**src/rtl/spm_bus_arbiter.sv**
```systemverilog
// N-master arbiter for the single-ported scratch-pad memory data port: per-cycle fixed or
// round-robin arbitration, bus lock, force mode and in-order read-return routing.
module spm_bus_arbiter #(
    parameter  int NUM_MASTERS = 3,
    parameter  int ADDR_WIDTH  = 30,
    parameter  int DATA_WIDTH  = 32,
    parameter  int MEM_LATENCY = 1,
    parameter  int RR_MODE     = 1,
    localparam int IDX_W       = $clog2(NUM_MASTERS)
) (
    input  logic                              clk,
    input  logic                              reset,
    input  logic                              force_en,
    input  logic [IDX_W-1:0]                  force_sel,
    input  logic [NUM_MASTERS-1:0]            req,
    input  logic [NUM_MASTERS-1:0]            lock,
    input  logic [NUM_MASTERS-1:0]            rw,
    input  logic [NUM_MASTERS*ADDR_WIDTH-1:0] addr,
    input  logic [NUM_MASTERS*DATA_WIDTH-1:0] wr_data,
    output logic [NUM_MASTERS-1:0]            gnt,
    output logic [NUM_MASTERS-1:0]            rd_valid,
    output logic [DATA_WIDTH-1:0]             rd_data,
    output logic                              mem_as_,
    output logic                              mem_rw,
    output logic [ADDR_WIDTH-1:0]             mem_addr,
    output logic [DATA_WIDTH-1:0]             mem_wr_data,
    input  logic [DATA_WIDTH-1:0]             mem_rd_data
);

    typedef logic [IDX_W-1:0] idx_t;

    typedef struct packed {
        logic vld;
        idx_t idx;
    } ret_t;

    idx_t                  rr_ptr_q, rr_ptr_d;
    logic                  lock_vld_q, lock_vld_d;
    idx_t                  lock_idx_q, lock_idx_d;
    logic                  force_q;
    ret_t                  pipe_q [MEM_LATENCY];
    ret_t                  pipe_d [MEM_LATENCY];
    logic [DATA_WIDTH-1:0] rd_hold_q, rd_hold_d;

    logic                   owner_req;
    logic                   any_vld, at_ptr_vld;
    idx_t                   any_idx, at_ptr_idx;
    logic                   win_vld, win_by_lock;
    idx_t                   win_idx;
    logic [NUM_MASTERS-1:0] win_oh;
    ret_t                   ret_out;

    // Winner selection; reset suppresses every grant in the cycle it is high.
    always_comb begin
        // NOTE: every always_comb output gets a default first so no path can infer a latch.
        owner_req   = 1'b0;
        any_vld     = 1'b0;
        any_idx     = '0;
        at_ptr_vld  = 1'b0;
        at_ptr_idx  = '0;
        win_vld     = 1'b0;
        win_idx     = '0;
        win_by_lock = 1'b0;
        for (int i = NUM_MASTERS - 1; i >= 0; i--) begin
            if (lock_vld_q && lock_idx_q == idx_t'(i) && req[i]) owner_req = 1'b1;
            if (req[i]) begin
                any_vld = 1'b1;
                any_idx = idx_t'(i);
            end
            if (req[i] && idx_t'(i) >= rr_ptr_q) begin
                at_ptr_vld = 1'b1;
                at_ptr_idx = idx_t'(i);
            end
        end
        if (!reset) begin
            if (force_en) begin
                for (int i = 0; i < NUM_MASTERS; i++) begin
                    if (force_sel == idx_t'(i) && req[i]) begin
                        win_vld = 1'b1;
                        win_idx = idx_t'(i);
                    end
                end
            end else if (owner_req) begin
                win_vld     = 1'b1;
                win_idx     = lock_idx_q;
                win_by_lock = 1'b1;
            end else if (RR_MODE == 0 || !at_ptr_vld) begin
                win_vld = any_vld;
                win_idx = any_idx;
            end else begin
                win_vld = 1'b1;
                win_idx = at_ptr_idx;
            end
        end
        for (int i = 0; i < NUM_MASTERS; i++) begin
            win_oh[i] = win_vld && win_idx == idx_t'(i);
        end
    end

    always_comb begin
        gnt         = win_oh;
        mem_as_     = ~win_vld;
        mem_rw      = 1'b1;
        mem_addr    = '0;
        mem_wr_data = '0;
        for (int i = 0; i < NUM_MASTERS; i++) begin
            if (win_oh[i]) begin
                mem_rw      = rw[i];
                mem_addr    = addr[i*ADDR_WIDTH +: ADDR_WIDTH];
                mem_wr_data = wr_data[i*DATA_WIDTH +: DATA_WIDTH];
            end
        end
    end

    // Force mode freezes pointer and lock; a locked re-grant keeps the pointer where it is.
    always_comb begin
        rr_ptr_d   = rr_ptr_q;
        lock_vld_d = lock_vld_q;
        lock_idx_d = lock_idx_q;
        if (force_en) begin
            if (!force_q) lock_vld_d = 1'b0;
        end else if (win_vld) begin
            if (!win_by_lock) begin
                rr_ptr_d = (win_idx == idx_t'(NUM_MASTERS - 1)) ? '0 : idx_t'(win_idx + 1'b1);
            end
            lock_vld_d = |(win_oh & lock);
            lock_idx_d = win_idx;
        end else begin
            lock_vld_d = 1'b0;
        end
    end

    always_comb begin
        pipe_d[0].vld = win_vld && |(win_oh & rw);
        pipe_d[0].idx = win_idx;
        for (int k = 1; k < MEM_LATENCY; k++) begin
            pipe_d[k] = pipe_q[k-1];
        end
    end

    assign ret_out = pipe_q[MEM_LATENCY-1];

    // Return data is passed straight through in the strobe cycle and held afterwards.
    always_comb begin
        rd_valid  = '0;
        rd_hold_d = ret_out.vld ? mem_rd_data : rd_hold_q;
        rd_data   = '0;
        for (int i = 0; i < NUM_MASTERS; i++) begin
            rd_valid[i] = !reset && ret_out.vld && ret_out.idx == idx_t'(i);
        end
        if (!reset) rd_data = ret_out.vld ? mem_rd_data : rd_hold_q;
    end

    always_ff @(posedge clk) begin
        // NOTE: sequential state uses non-blocking assignments so every register samples pre-edge values.
        if (reset) begin
            rr_ptr_q   <= '0;
            lock_vld_q <= 1'b0;
            lock_idx_q <= '0;
            force_q    <= 1'b0;
            rd_hold_q  <= '0;
            // NOTE: the return pipeline is reset on purpose; a stale valid bit would fake a read return.
            for (int k = 0; k < MEM_LATENCY; k++) begin
                pipe_q[k] <= '0;
            end
        end else begin
            rr_ptr_q   <= rr_ptr_d;
            lock_vld_q <= lock_vld_d;
            lock_idx_q <= lock_idx_d;
            force_q    <= force_en;
            rd_hold_q  <= rd_hold_d;
            for (int k = 0; k < MEM_LATENCY; k++) begin
                pipe_q[k] <= pipe_d[k];
            end
        end
    end

endmodule

```
**config.mk**
```make
export PLATFORM = sky130hd
export DESIGN_NAME = spm_bus_arbiter
export DESIGN_NICKNAME = d
export VERILOG_FILES = /design/src/rtl/spm_bus_arbiter.sv
export SDC_FILE = /design/constraint.sdc
export NUM_CORES = 1
export LEC_CHECK = 0
export BUFFER_PORTS_ARGS = -buffer_cell sky130_fd_sc_hd__clkbuf_2
export CAP_MARGIN = 25
export CORE_AREA = 4 4 127 129
export CTS_CLUSTER_SIZE = 30
export DETAILED_ROUTE_END_ITERATION = 7
export DIE_AREA = 0 0 131 133
export GPL_TIMING_DRIVEN = 0
export SYNTH_ARGS = -nofsm -noshare
export SYNTH_HDL_FRONTEND = slang
export SYNTH_SLANG_ARGS = --single-unit
```
**constraint.sdc**
```tcl
create_clock -name clk -period 3.6 [get_ports clk]
set_input_delay 0.9 -clock clk [delete_from_list [all_inputs] [get_ports clk]]
set_output_delay 0.9 -clock clk [all_outputs]
set_load 0.05 [all_outputs]
```
Yosys cells after proc, flatten, opt, wreduce, memory -nomap -nowiden --
Memory sizes are Yosys's and may differ from the RTL's. Cells that the tools add are included.
Word-level totals: flip-flop bits (word level) 38, bits in writable memories 3, input bits 232, output and inout port bits 102, memories kept 1
Memory list:
- pipe_q | depth 1, width 3, read ports 1, clocked after memory_dff 0, write ports 1, line 41 | ret_t pipe_q [MEM_LATENCY];
Cells by class: add/sub/neg operators 1, magnitude comparators 3, equality and inequality tests 9, muxes and demuxes 51, bitwise operators 5, reduce and logical (&&, ||, !) cells 30
Operators with widths (count):
- $mux W32 | 5
- $mux W30 | 3
- $mux W1 | 30
- $mux W2 | 12
- $logic_and A1 B1 Y1 | 20
- $reduce_or A3 Y1 | 3
- $eq A2 B1 Y1 const B | 4
- $eq A2 B2 Y1 const B | 4
- $logic_not A2 Y1 | 4
- $and A3 B3 Y3 | 2
- $ge A1 B2 Y1 const A | 2
- $mux W3 | 1
- $not A1 Y1 | 3
- $reduce_and A3 Y1 | 1
- $add A2 B1 Y2 const B | 1
- $ge A2 B2 Y1 const A | 1
- $ne A2 B2 Y1 const B | 1
- $reduce_and A2 Y1 | 1
- $logic_not A1 Y1 | 1

Longest topological paths before layout --
Gate-level depths: netlist of run 1.
depth after elaboration 15, gate-level depth with buffers 8

Worst setup path after synthesis of run 1 --
OpenSTA, ideal clock, no wires.
path type input -> output, from input port req[1], to output port mem_addr[0], arrival 3066 ps, required time 2700 ps, slack -366 ps, stages on the path 8, path buffers 3, cells stage by stage buf_2 nand3b_1 a21o_1 buf_2 a21oi_2 clkbuf_1 o211ai_1 a31oi_1
Between the ends: word-level cells in the longest chain between the ends 12, elaborated cells between the ends (all ways) 34, classes of those cells 2 x eq/ne; 25 x mux; 7 x reduce/logical
RTL lines:
- start: declaration | line 15 | input logic [NUM_MASTERS-1:0] req,
- $logic_and A1 B1 Y1 | line 70 | if (req[i] && idx_t'(i) >= rr_ptr_q) begin
- $mux W2 / $mux W1 (equally long branches) (2 in series) | line 70
- $mux W2 | line 87 | end else if (RR_MODE == 0 || !at_ptr_vld) begin
- $mux W2 | line 83 | end else if (owner_req) begin
- $mux W2 | line 76 | if (force_en) begin
- $mux W2 | line 75 | if (!reset) begin
- $logic_not A2 Y1 | line 96 | win_oh[i] = win_vld && win_idx == idx_t'(i);
- $logic_and A1 B1 Y1 | line 96
- $mux W30 (2 in series) | line 107 | if (win_oh[i]) begin
- $mux W30 (*) | line 107
- end: declaration | line 25 | output logic [ADDR_WIDTH-1:0] mem_addr,
Mark *: on every way between the ends. The rest lies on a longest branch, timed or not.

Worst setup path in the final report of run 1 --
from input port req[1], to output port mem_addr[12]
The elaborated chain is that of the path after synthesis.

==> impl_metrics.ini, run 1 <==
[global_routing]
overflow = 0
antenna_found_initial = 0
grt_pass1_vias = 5629
grt_max_degree = 12
grt_first_pass_wirelength_um = 29400
grt_util_all_layers_pct = 20.9

[critical_path]
cp.arrival_ns = 2.64
criticalPathCategory = in2out
startpoint_type = primary input
crit_buf_inv = 5
slowest_stage = a31oi_4
r2r_cells = 7
end_kind = output pin
critPathMaxStageDelay_ns = 0.25
crit-reg2reg-capture = pipe_q[0][2]$_SDFF_PP0_
startpoint = req[1]
cp.depth = 10
worstPathRequired_ns = 2.70
worstPathMaxFanout = 10
worstPathCellList = buf_8 -> mux2i_2 -> o31a_1 -> buf_6 -> a31o_2 -> buf_6 -> buf_4 -> nand3_1 -> a31oi_4 -> buf_8
cp-endpoint = mem_addr[12]
r2r_setup_slack_ns = 1.58
reg2reg_from = lock_idx_q[0]$_SDFFE_PP0P_
critPathTopFamily = buffers and inverters

[synth]
syn-num-nets = 724
ys_ff_latch = 41
syn_area_um2 = 3500
avgSynthCellArea_um2 = 7.12
yosysWarnings = 0
synthDistinctLibCells = 40
ys_seq_area_share_pct = 23.4
syn_inst = 492

[drt]
vias = 5483
drc = 0
via_per_inst = 5.32
routed_wl_um = 20000
drt_iter0_drc = 229
antenna_left = 0
drt_first_pass_iters = 5
wl_per_cell_um = 19.4

[power_and_ir_drop]
p_leak_uw = 0.00318
power_frac_seq_pct = 20.7
internal_power_uw = 1340
ir_worst_vdd_v = 0.000325
p_switching_uw = 1070
combinationalPowerShare_pct = 62.3
swShare_pct = 44.2
clockPowerShare_pct = 17.0
fin_total_pwr_uw = 2410
powerDensity_nw_per_um2 = 301

[floorplanning]
dieHeight_um = 133
ios = 334
core_um2 = 15000
die_area_um2 = 17400
die_w_um = 131
start_util_pct = 23.3
rows = 45

[cells_and_area]
drive_gt1_share_pct = 63.8
area_growth_pct = 128
stdcell_count = 1030
diodes = 0
layout.nets = 1075
seq_area_um2 = 821
postLayoutCellArea_um2 = 8000
multi_input_area_um2 = 3780
n_fill_cell = 1374
utilization_pct = 53.2

[sta]
setup_violations = 0
period_needed_ns = 3.54
timing.final.crit_share_pct = 98.3
relSlewSlack_pct = 52.7
clock_skew_ns = 0.00304
slew_viol_final = 0
rsz0062_at_grt = yes
worstMarginPinSlew_ns = 0.710
max_freq_mhz = 283
finalHoldViolCount = 0

[hold_path]
hold_path_class = reg2reg

[placement]
dp_hpwl_um = 15500
io_buffers = 330
placed_cells = 1010
post_dp_cell_area_um2 = 6280
gp_congestion = 0.900

[clock_tree]
path_clk_slew_ns = 0.05
h-tree-depth = 2
cts_buffers = 5
clockBufferDepth = 2
cts_tree = yes
clock_latency_ns = 0.28
cts_sinks = 41
root_buffer = clkbuf_16

[flow_run]
max_cap_violations = 0

[run_status]
status = finished clean
[layout by cell type, fill, tap and decap left out, types with 4 or more instances in the layout]
| cell type | Yosys | final |
|---|---|---|
| a31oi_1 | 64 | 4 |
| nand3_1 | 63 | 63 |
| a21oi_4 | 0 | 38 |
| dfxtp_1 | 41 | 41 |
| nand2_1 | 7 | 7 |
| inv_1 | 6 | 6 |
| mux2i_1 | 33 | 32 |
| o211ai_1 | 65 | 65 |
| clkbuf_8 | 0 | 40 |
| clkbuf_1 | 38 | 9 |
| a31oi_4 | 0 | 58 |
| buf_12 | 0 | 4 |
| buf_8 | 0 | 31 |
| a21oi_2 | 1 | 24 |
| nor2_1 | 38 | 38 |
| buf_2 | 16 | 5 |
| clkbuf_2 | 0 | 274 |
| buf_6 | 5 | 23 |
| a21oi_1 | 67 | 6 |
| buf_4 | 0 | 16 |
| clkbuf_16 | 0 | 7 |
[cell families after synthesis]
logic type	after synthesis	share of synthesized area, %
muxes	33	9.43
DFF	41	23.4
AOI/OAI and AO/OA	214	39.1
and+or+nand+nor	131	18.6
buffers and inverters	73	9.46
[power groups by stage]
stage	clock network [µW]	logic (µW)	registers, µW
final	410	1500	497
after global routing	439	1570	501
after CTS	421	1430	497
after detailed placement	0	1210	507
after global placement	0	1220	506
after floorplan	0	882	504
[area by class of cell]
class	count	share of cell area (%)
Timing Repair Buffer	344	30.0
Clock inverter	1	0.0625
Tap cell	188	2.94
Buffer	67	7.74
Sequential cell	41	10.3
Inverter	6	0.281
Clock buffer	5	1.56
Multi-Input combinational cell	378	47.2
[through the flow]
stage | TNS, ns | hold WS, ns | setup WS, ns
after floorplan | -0.520 | 0.455 | -0.206
after global placement | -33.80 | 0.470 | -0.642
after detailed placement | -32.74 | 0.470 | -0.615
after CTS | -0.193 | 0.491 | -0.0281
after global routing | -0.00989 | 0.528 | -0.00416
final | 0 | 0.500 | 0.0611
[worst min-delay path by stage]
stage | startpoint | slack [ns] | cells past startpoint | to
6_report | lock_idx_q[1]$_SDFFE_PP0P_ | 0.50 | 2 | lock_idx_q[1]$_SDFFE_PP0P_
5_1_grt | rr_ptr_q[1]$_SDFFE_PP0P_ | 0.53 | 2 | rr_ptr_q[1]$_SDFFE_PP0P_
4_1_cts | rr_ptr_q[1]$_SDFFE_PP0P_ | 0.49 | 2 | rr_ptr_q[1]$_SDFFE_PP0P_
3_5_place_dp | rr_ptr_q[1]$_SDFFE_PP0P_ | 0.47 | 2 | rr_ptr_q[1]$_SDFFE_PP0P_
3_3_place_gp | rr_ptr_q[1]$_SDFFE_PP0P_ | 0.47 | 2 | rr_ptr_q[1]$_SDFFE_PP0P_
2_1_floorplan | rr_ptr_q[1]$_SDFFE_PP0P_ | 0.45 | 2 | rr_ptr_q[1]$_SDFFE_PP0P_
[state kept, by name, summed over array words and instances, names as in the netlist]
signal,flops
lock_vld_q,1
force_q,1
lock_idx_q,2
pipe_q,3
rd_hold_q,32
rr_ptr_q,2
[per-layer routing]
layer,part of all wire [%],track usage (%),vias to the layer above
met4,3.0,6.63,0
met2,50,37.1,269
met1,38,24.0,2566
li1,-,-,2608
met3,9.0,5.61,40
met5,0,0,-
[Yosys cell counts (all sizes together)]
| cell type | number | area [µm²] |
|---|---|---|
| a2111o | 1 | 11.3 |
| a211o | 2 | 17.5 |
| a211oi | 1 | 7.51 |
| a21boi | 2 | 15.0 |
| a21o | 1 | 7.51 |
| a21oi | 68 | 344 |
| a31o | 2 | 17.5 |
| a31oi | 65 | 413 |
| and2 | 1 | 8.76 |
| and3 | 2 | 12.5 |
| buf | 29 | 166 |
| clkbuf | 38 | 143 |
| dfxtp | 41 | 821 |
| inv | 6 | 22.5 |
| mux2i | 33 | 330 |
| nand2 | 7 | 26.3 |
| nand2b | 3 | 18.8 |
| nand3 | 63 | 315 |
| nand3b | 2 | 15.0 |
| nand4 | 1 | 6.26 |
| nand4b | 2 | 17.5 |
| nor2 | 38 | 143 |
| nor2b | 3 | 18.8 |
| nor3 | 1 | 5.00 |
| nor3b | 1 | 7.51 |
| nor4 | 1 | 6.26 |
| nor4b | 1 | 8.76 |
| nor4bb | 2 | 20.0 |
| o211ai | 65 | 488 |
| o21ai | 2 | 10.0 |
| o22ai | 1 | 6.26 |
| o31a | 2 | 17.5 |
| o31ai | 2 | 15.0 |
| or3 | 2 | 12.5 |
| or4b | 1 | 10.0 |
[worst register-to-register path, stage by stage (launching register included)]
cell and delay [ns]:
dfxtp_1 0.35, mux2i_2 0.17, o31a_1 0.28, a2111o_1 0.39
and2_4 0.17, buf_12 0.15, buf_4 0.14, a211o_1 0.25
[timing repair]
action                                  4_1_cts  5_1_grt
hold buffers                                  0        0
endpoints found under the setup margin       66       63
resized for setup                           284      110
pin swaps                                     4       14
setup buffers                                 8        2
cloned                                        1        3
No activity file was read; power rests on OpenSTA's default activity.
==> run 2, diff against run 1 <==
Settings changed: CELL_PAD_IN_SITES_DETAIL_PLACEMENT set to 1, CELL_PAD_IN_SITES_GLOBAL_PLACEMENT set to 1, CORE_AREA 4 4 127 129 to 4 4 129 131, DIE_AREA 0 0 131 133 to 0 0 133 135, PLACE_DENSITY_LB_ADDON set to 0.1.
==> impl_metrics.ini, run 2 (synthesized netlist as in run 1, its figures left out) <==
[floorplanning]
core_um2 = 15600
ios = 334
die_w_um = 133
dieHeight_um = 135
rows = 46
die_area_um2 = 18000
start_util_pct = 22.5

[cells_and_area]
utilization_pct = 53.4
postLayoutCellArea_um2 = 8330
layout.nets = 1082
area_growth_pct = 138
largest_reg_flops = 32
layout_common_cells = clkbuf_2, o211ai_1, nand3_1, a31oi_4, buf_8
reg_top3 = rd_hold_q (32), pipe_q (3)
largest_register = rd_hold_q
drive_gt1_share_pct = 64.5
final_common_cell = clkbuf_2
stdcell_count = 1068

[power_and_ir_drop]
fin_total_pwr_uw = 2580
ir_worst_vdd_v = 0.000381
p_leak_uw = 0.00329
powerDensity_nw_per_um2 = 310

[clock_tree]
clockBufferDepth = 2
cts_sinks = 41
cts_tree = yes
root_buffer = clkbuf_16
cts_buffers = 5
h-tree-depth = 2
clock_latency_ns = 0.28
path_clk_slew_ns = 0.05

[sta]
period_needed_ns = 3.58
slew_viol_final = 0
rsz0062_at_grt = yes
worstMarginPinSlew_ns = 0.693
clock_skew_ns = 0.00598
setup_violations = 0
max_freq_mhz = 279
relSlewSlack_pct = 53.4
fin_ws_ns = 0.0184
timing.final.crit_share_pct = 99.5
finalHoldViolCount = 0

[global_routing]
overflow = 0
grt_pass1_vias = 6112
grt_max_degree = 14
grt_first_pass_wirelength_um = 33400
grt_util_all_layers_pct = 23.2
antenna_found_initial = 1

[placement]
gp_congestion = 0.822
placed_cells = 1038
io_buffers = 330
dp_hpwl_um = 17100
post_dp_cell_area_um2 = 6310
place_ws_ns = -0.641

[hold_path]
hp-start = rd_hold_q[6]$_DFF_P_
hold_path_class = reg2reg

[critical_path]
worstPathMaxFanout = 9
criticalPathCategory = in2out
startpoint = req[1]
startpoint_type = primary input
cp.arrival_ns = 2.68
reg2reg_from = rr_ptr_q[1]$_SDFFE_PP0P_
worstPathRequired_ns = 2.70
end_kind = output pin

[drt]
drt_iter0_drc = 190
routed_wl_um = 22600
drc = 0
via_per_inst = 5.21
vias = 5569
drt_first_pass_iters = 4
wl_per_cell_um = 21.2
antenna_left = 0

[run_status]
status = finished clean

[flow_run]
max_cap_violations = 0
[run 2: layout make-up]
type	count	area [µm²]
fill	1777	7260
multi-input combinational	378	3870
timing repair buffer	351	2540
sequential	41	821
buffer	67	627
tap	216	270
clock buffer	6	139
clock inverter	2	37.5
inverter	6	22.5
antenna	1	2.50
[run 2: worst paths after layout]
kind / end / slack (ns) / depth (start not counted)
worst max-delay path: mem_wr_data[28] / 0.02 / 9
worst min-delay path: rd_hold_q[6]$_DFF_P_ / 0.51 / 2
worst max register to register: pipe_q[0][2]$_SDFF_PP0_ / 1.43 / 7
worst min register to register: rd_hold_q[6]$_DFF_P_ / 0.51 / 2
[run 2: through the flow]
step,hold WS [ns],TNS (ns)
final,0.507,0
after global routing,0.544,-0.921
after CTS,0.510,-0.140
after detailed placement,0.489,-35.09
after global placement,0.477,-29.40
after floorplan,0.455,-0.520
[run 2: repair_timing]
action / 4_1_cts / 5_1_grt
pin swaps: 12 / 38
cloned: 5 / 1
endpoints found under the hold margin: 0 / 0
gates resized for setup: 281 / 151
setup buffers: 13 / 2
endpoints found under the setup margin: 65 / 65
hold buffers: 0 / 0
[run 2: routing by layer]
layer / global-route usage, % / share of wire, %
met3: 4.47 / 5.8
met1: 25.1 / 36
met2: 45.2 / 55
met5: 0 / 0
met4: 7.04 / 2.5
[run 2: power by group]
| part | leakage [µW] | internal, µW | total (µW) | switching (µW) |
|---|---|---|---|---|
| clock | 0.0000831 | 346 | 521 | 176 |
| sequential | 0.000336 | 486 | 498 | 12.2 |
| combinational | 0.00287 | 642 | 1560 | 923 |
| total | 0.00329 | 1470 | 2580 | 1110 |
[run 2: critical path, stage by stage]
cell	delay [ns]
buf_12	0.12
nor3b_4	0.24
o31ai_4	0.09
a2111o_1	0.46
and2_4	0.20
buf_12	0.16
buf_16	0.14
a31oi_4	0.14
clkbuf_8	0.21
==> run 3, diff against run 2 <==
Settings changed: ABC_AREA set to 1, CORE_AREA 4 4 129 131 to 4 4 126 128, DIE_AREA 0 0 133 135 to 0 0 130 132.
==> impl_metrics.ini, run 3 <==
[power_and_ir_drop]
ir_worst_vdd_v = 0.000175
power_frac_seq_pct = 24.1
internal_power_uw = 1150
swShare_pct = 46.6
p_switching_uw = 998
clockPowerShare_pct = 22.2
p_leak_uw = 0.00295
combinationalPowerShare_pct = 53.7
powerDensity_nw_per_um2 = 412

[critical_path]
r2r_setup_slack_ns = 1.94
slowest_stage = buf_2
crit_buf_inv = 6
startpoint_type = primary input
critPathTopFamily = buffers and inverters
worstPathMaxFanout = 10
worstPathCellList = clkbuf_2 -> inv_1 -> nand3_1 -> nand3_1 -> nand2_1 -> inv_1 -> nand2_1 -> nand2_4 -> buf_6 -> clkbuf_4 -> nand2_1 -> nand2_1 -> buf_2
worstPathRequired_ns = 2.70
cp.arrival_ns = 2.56
reg2reg_from = lock_idx_q[0]$_SDFFE_PP0P_
crit_top_cell = nand2_1
critPathMaxStageDelay_ns = 0.26
criticalPathCategory = in2out
r2r_cells = 11
end_kind = output pin
crit-reg2reg-capture = pipe_q[0][2]$_SDFF_PP0_

[global_routing]
overflow = 0
grt_first_pass_wirelength_um = 24800
antenna_found_initial = 0
grt_max_degree = 14
grt_pass1_vias = 4636
grt.busiest_layer = met2
grt_use_met2_pct = 34.6
grt_use_met1_pct = 20.9
use_met3_pct = 3.97
grt_util_all_layers_pct = 18.2

[synth]
yosysWarnings = 0
syn_area_um2 = 2910
synth-edff-count = 0
avgSynthCellArea_um2 = 6.52
syn-num-nets = 679
yosys.area.top_type = dfxtp_1
post-synth-top-count-cell = nand2_1
synthTopCellsByArea = dfxtp_1, nand2_1, a22oi_1, nor2_1, a22oi_2
syn_inst = 447
ys_ff_latch = 41
ys_async_sr_fraction_pct = 0
ys_seq_area_share_pct = 28.2
synthDistinctLibCells = 24
synthFlopType = dfxtp_1
synth_top_area_share_pct = 28.2
ys_top_cells_by_count = nand2_1, nor2_1, a22oi_1

[cells_and_area]
utilization_pct = 35.0
reg_top3 = rd_hold_q (32), pipe_q (3)
largest_reg_flops = 32
final_common_cell = clkbuf_2
n_fill_cell = 1992
diodes = 0
drive_gt1_share_pct = 50.5
seq_area_um2 = 821
multi_input_area_um2 = 1840
largest_register = rd_hold_q
area_growth_pct = 78.4
layout_common_cells = clkbuf_2, nand2_1, nor2_1, clkbuf_4, a22oi_1
layout.nets = 1021
postLayoutCellArea_um2 = 5200

[hold_path]
min_to = lock_vld_q$_SDFFE_PP0P_
hold_path_class = reg2reg
hp-start = force_q$_SDFF_PP0_
hold_path_depth = 2

[clock_tree]
root_buffer = clkbuf_16
path_clk_slew_ns = 0.06
cts_tree = yes
h-tree-depth = 2
cts_buffers = 5
clockBufferDepth = 2
clock_latency_ns = 0.28
cts_sinks = 41

[floorplanning]
die_area_um2 = 17200
dieHeight_um = 132
ios = 334
core_um2 = 14900
start_util_pct = 19.6
die_w_um = 130
rows = 45

[sta]
slew_viol_final = 0
relSlewSlack_pct = 70.3
rsz0062_at_grt = yes
worstMarginPinSlew_ns = 0.445
fin_ws_ns = 0.137
hold_slack_ns = 0.470
timing.final.crit_share_pct = 96.2
period_needed_ns = 3.46
setup_violations = 0
finalHoldViolCount = 0
max_freq_mhz = 289
clock_skew_ns = 0.00374

[drt]
routed_wl_um = 16800
vias = 4437
wl_per_cell_um = 17.2
antenna_left = 0
drt_iter0_drc = 164
drc = 0
via_per_inst = 4.54
drt_first_pass_iters = 4

[placement]
dp_hpwl_um = 14500
gp_congestion = 0.839
post_dp_cell_area_um2 = 4820
io_buffers = 333
place_ws_ns = -0.117

[flow_run]
max_cap_violations = 0

[run_status]
status = finished clean
run 3: cell types whose count changed after synthesis, sizes merged, moves of 34 or more:
| cell | before | now |
|---|---|---|
| a31oi | 65 | 0 |
| o211ai | 65 | 0 |
| o21ai | 2 | 36 |
| a22oi | 0 | 62 |
| nand2 | 7 | 155 |
| a21oi | 68 | 8 |
| nand3 | 63 | 12 |
| nor2 | 38 | 74 |
run 3: what timing repair did:
| item | in CTS | in global routing |
|---|---|---|
| gates resized for setup | 3 | 144 |
| hold endpoints to repair | 0 | 0 |
| hold buffers | 0 | 0 |
| gates cloned | 0 | 1 |
| pin swaps | 1 | 3 |
| buffers inserted | 1 | 0 |
| endpoints found under the setup margin | 35 | 60 |
run 3: cell type report:
class,instances,share of cell area (%)
inverter,22,1.59
tap,188,4.52
sequential,41,15.8
timing repair buffer,334,35.0
multi-input combinational,356,35.4
clock inverter,1,0.168
buffer,29,4.57
clock buffer,7,2.94
run 3: power groups by stage:
stage          logic, µW  registers [µW]  clock network, µW
4_1_cts             1110             517                488
6_report            1150             517                475
3_3_place_gp        1090             525                  0
5_1_grt             1230             523                516
3_5_place_dp        1110             527                  0
2_1_floorplan        749             522                  0
run 3: cell families after synthesis:
family	count (synthesis)	synth area share [%]
flops	41	28.2
compound gates	108	27.7
simple gates	247	34.2
buf+inv	51	9.88
run 3: stage by stage:
stage                     TNS (ns)  power, µW  std cells
after floorplan                  0       1270        447
after global placement      -0.819       1620        968
after detailed placement     -1.15       1630        968
after CTS                        0       2120        977
after global routing      -0.00536       2270        978
final                            0       2140        978
run 3: how the worst max path moves through the flow:
| stage | to | slack (ns) | depth (start not counted) | from |
|---|---|---|---|---|
| 6_report | mem_wr_data[19] | 0.14 | 13 | req[0] |
| 5_1_grt | mem_wr_data[1] | -0.003 | 13 | req[0] |
| 4_1_cts | mem_wr_data[13] | 0.0006 | 13 | req[0] |
| 3_5_place_dp | mem_addr[15] | -0.12 | 13 | req[0] |
| 3_3_place_gp | mem_addr[15] | -0.09 | 13 | req[0] |
| 2_1_floorplan | mem_rw | 0.26 | 10 | req[0] |
run 3: worst register-to-register path, cell delays in order, from the launching register on:
cell	delay, ns
dfxtp_1	0.38
inv_1	0.09
nand3_1	0.12
nand3_2	0.12
nand3_2	0.09
nand2_2	0.07
nand2_4	0.12
nand2_4	0.10
nor2_8	0.22
buf_6	0.17
nand2_1	0.06
nand3_1	0.06
run 3: routing by layer:
metal / wire [µm] / up-vias
li1: - / 2180
met1: 6390 / 2053
met2: 8850 / 189
met3: 1360 / 15
met4: 212 / 0
met5: 0 / -
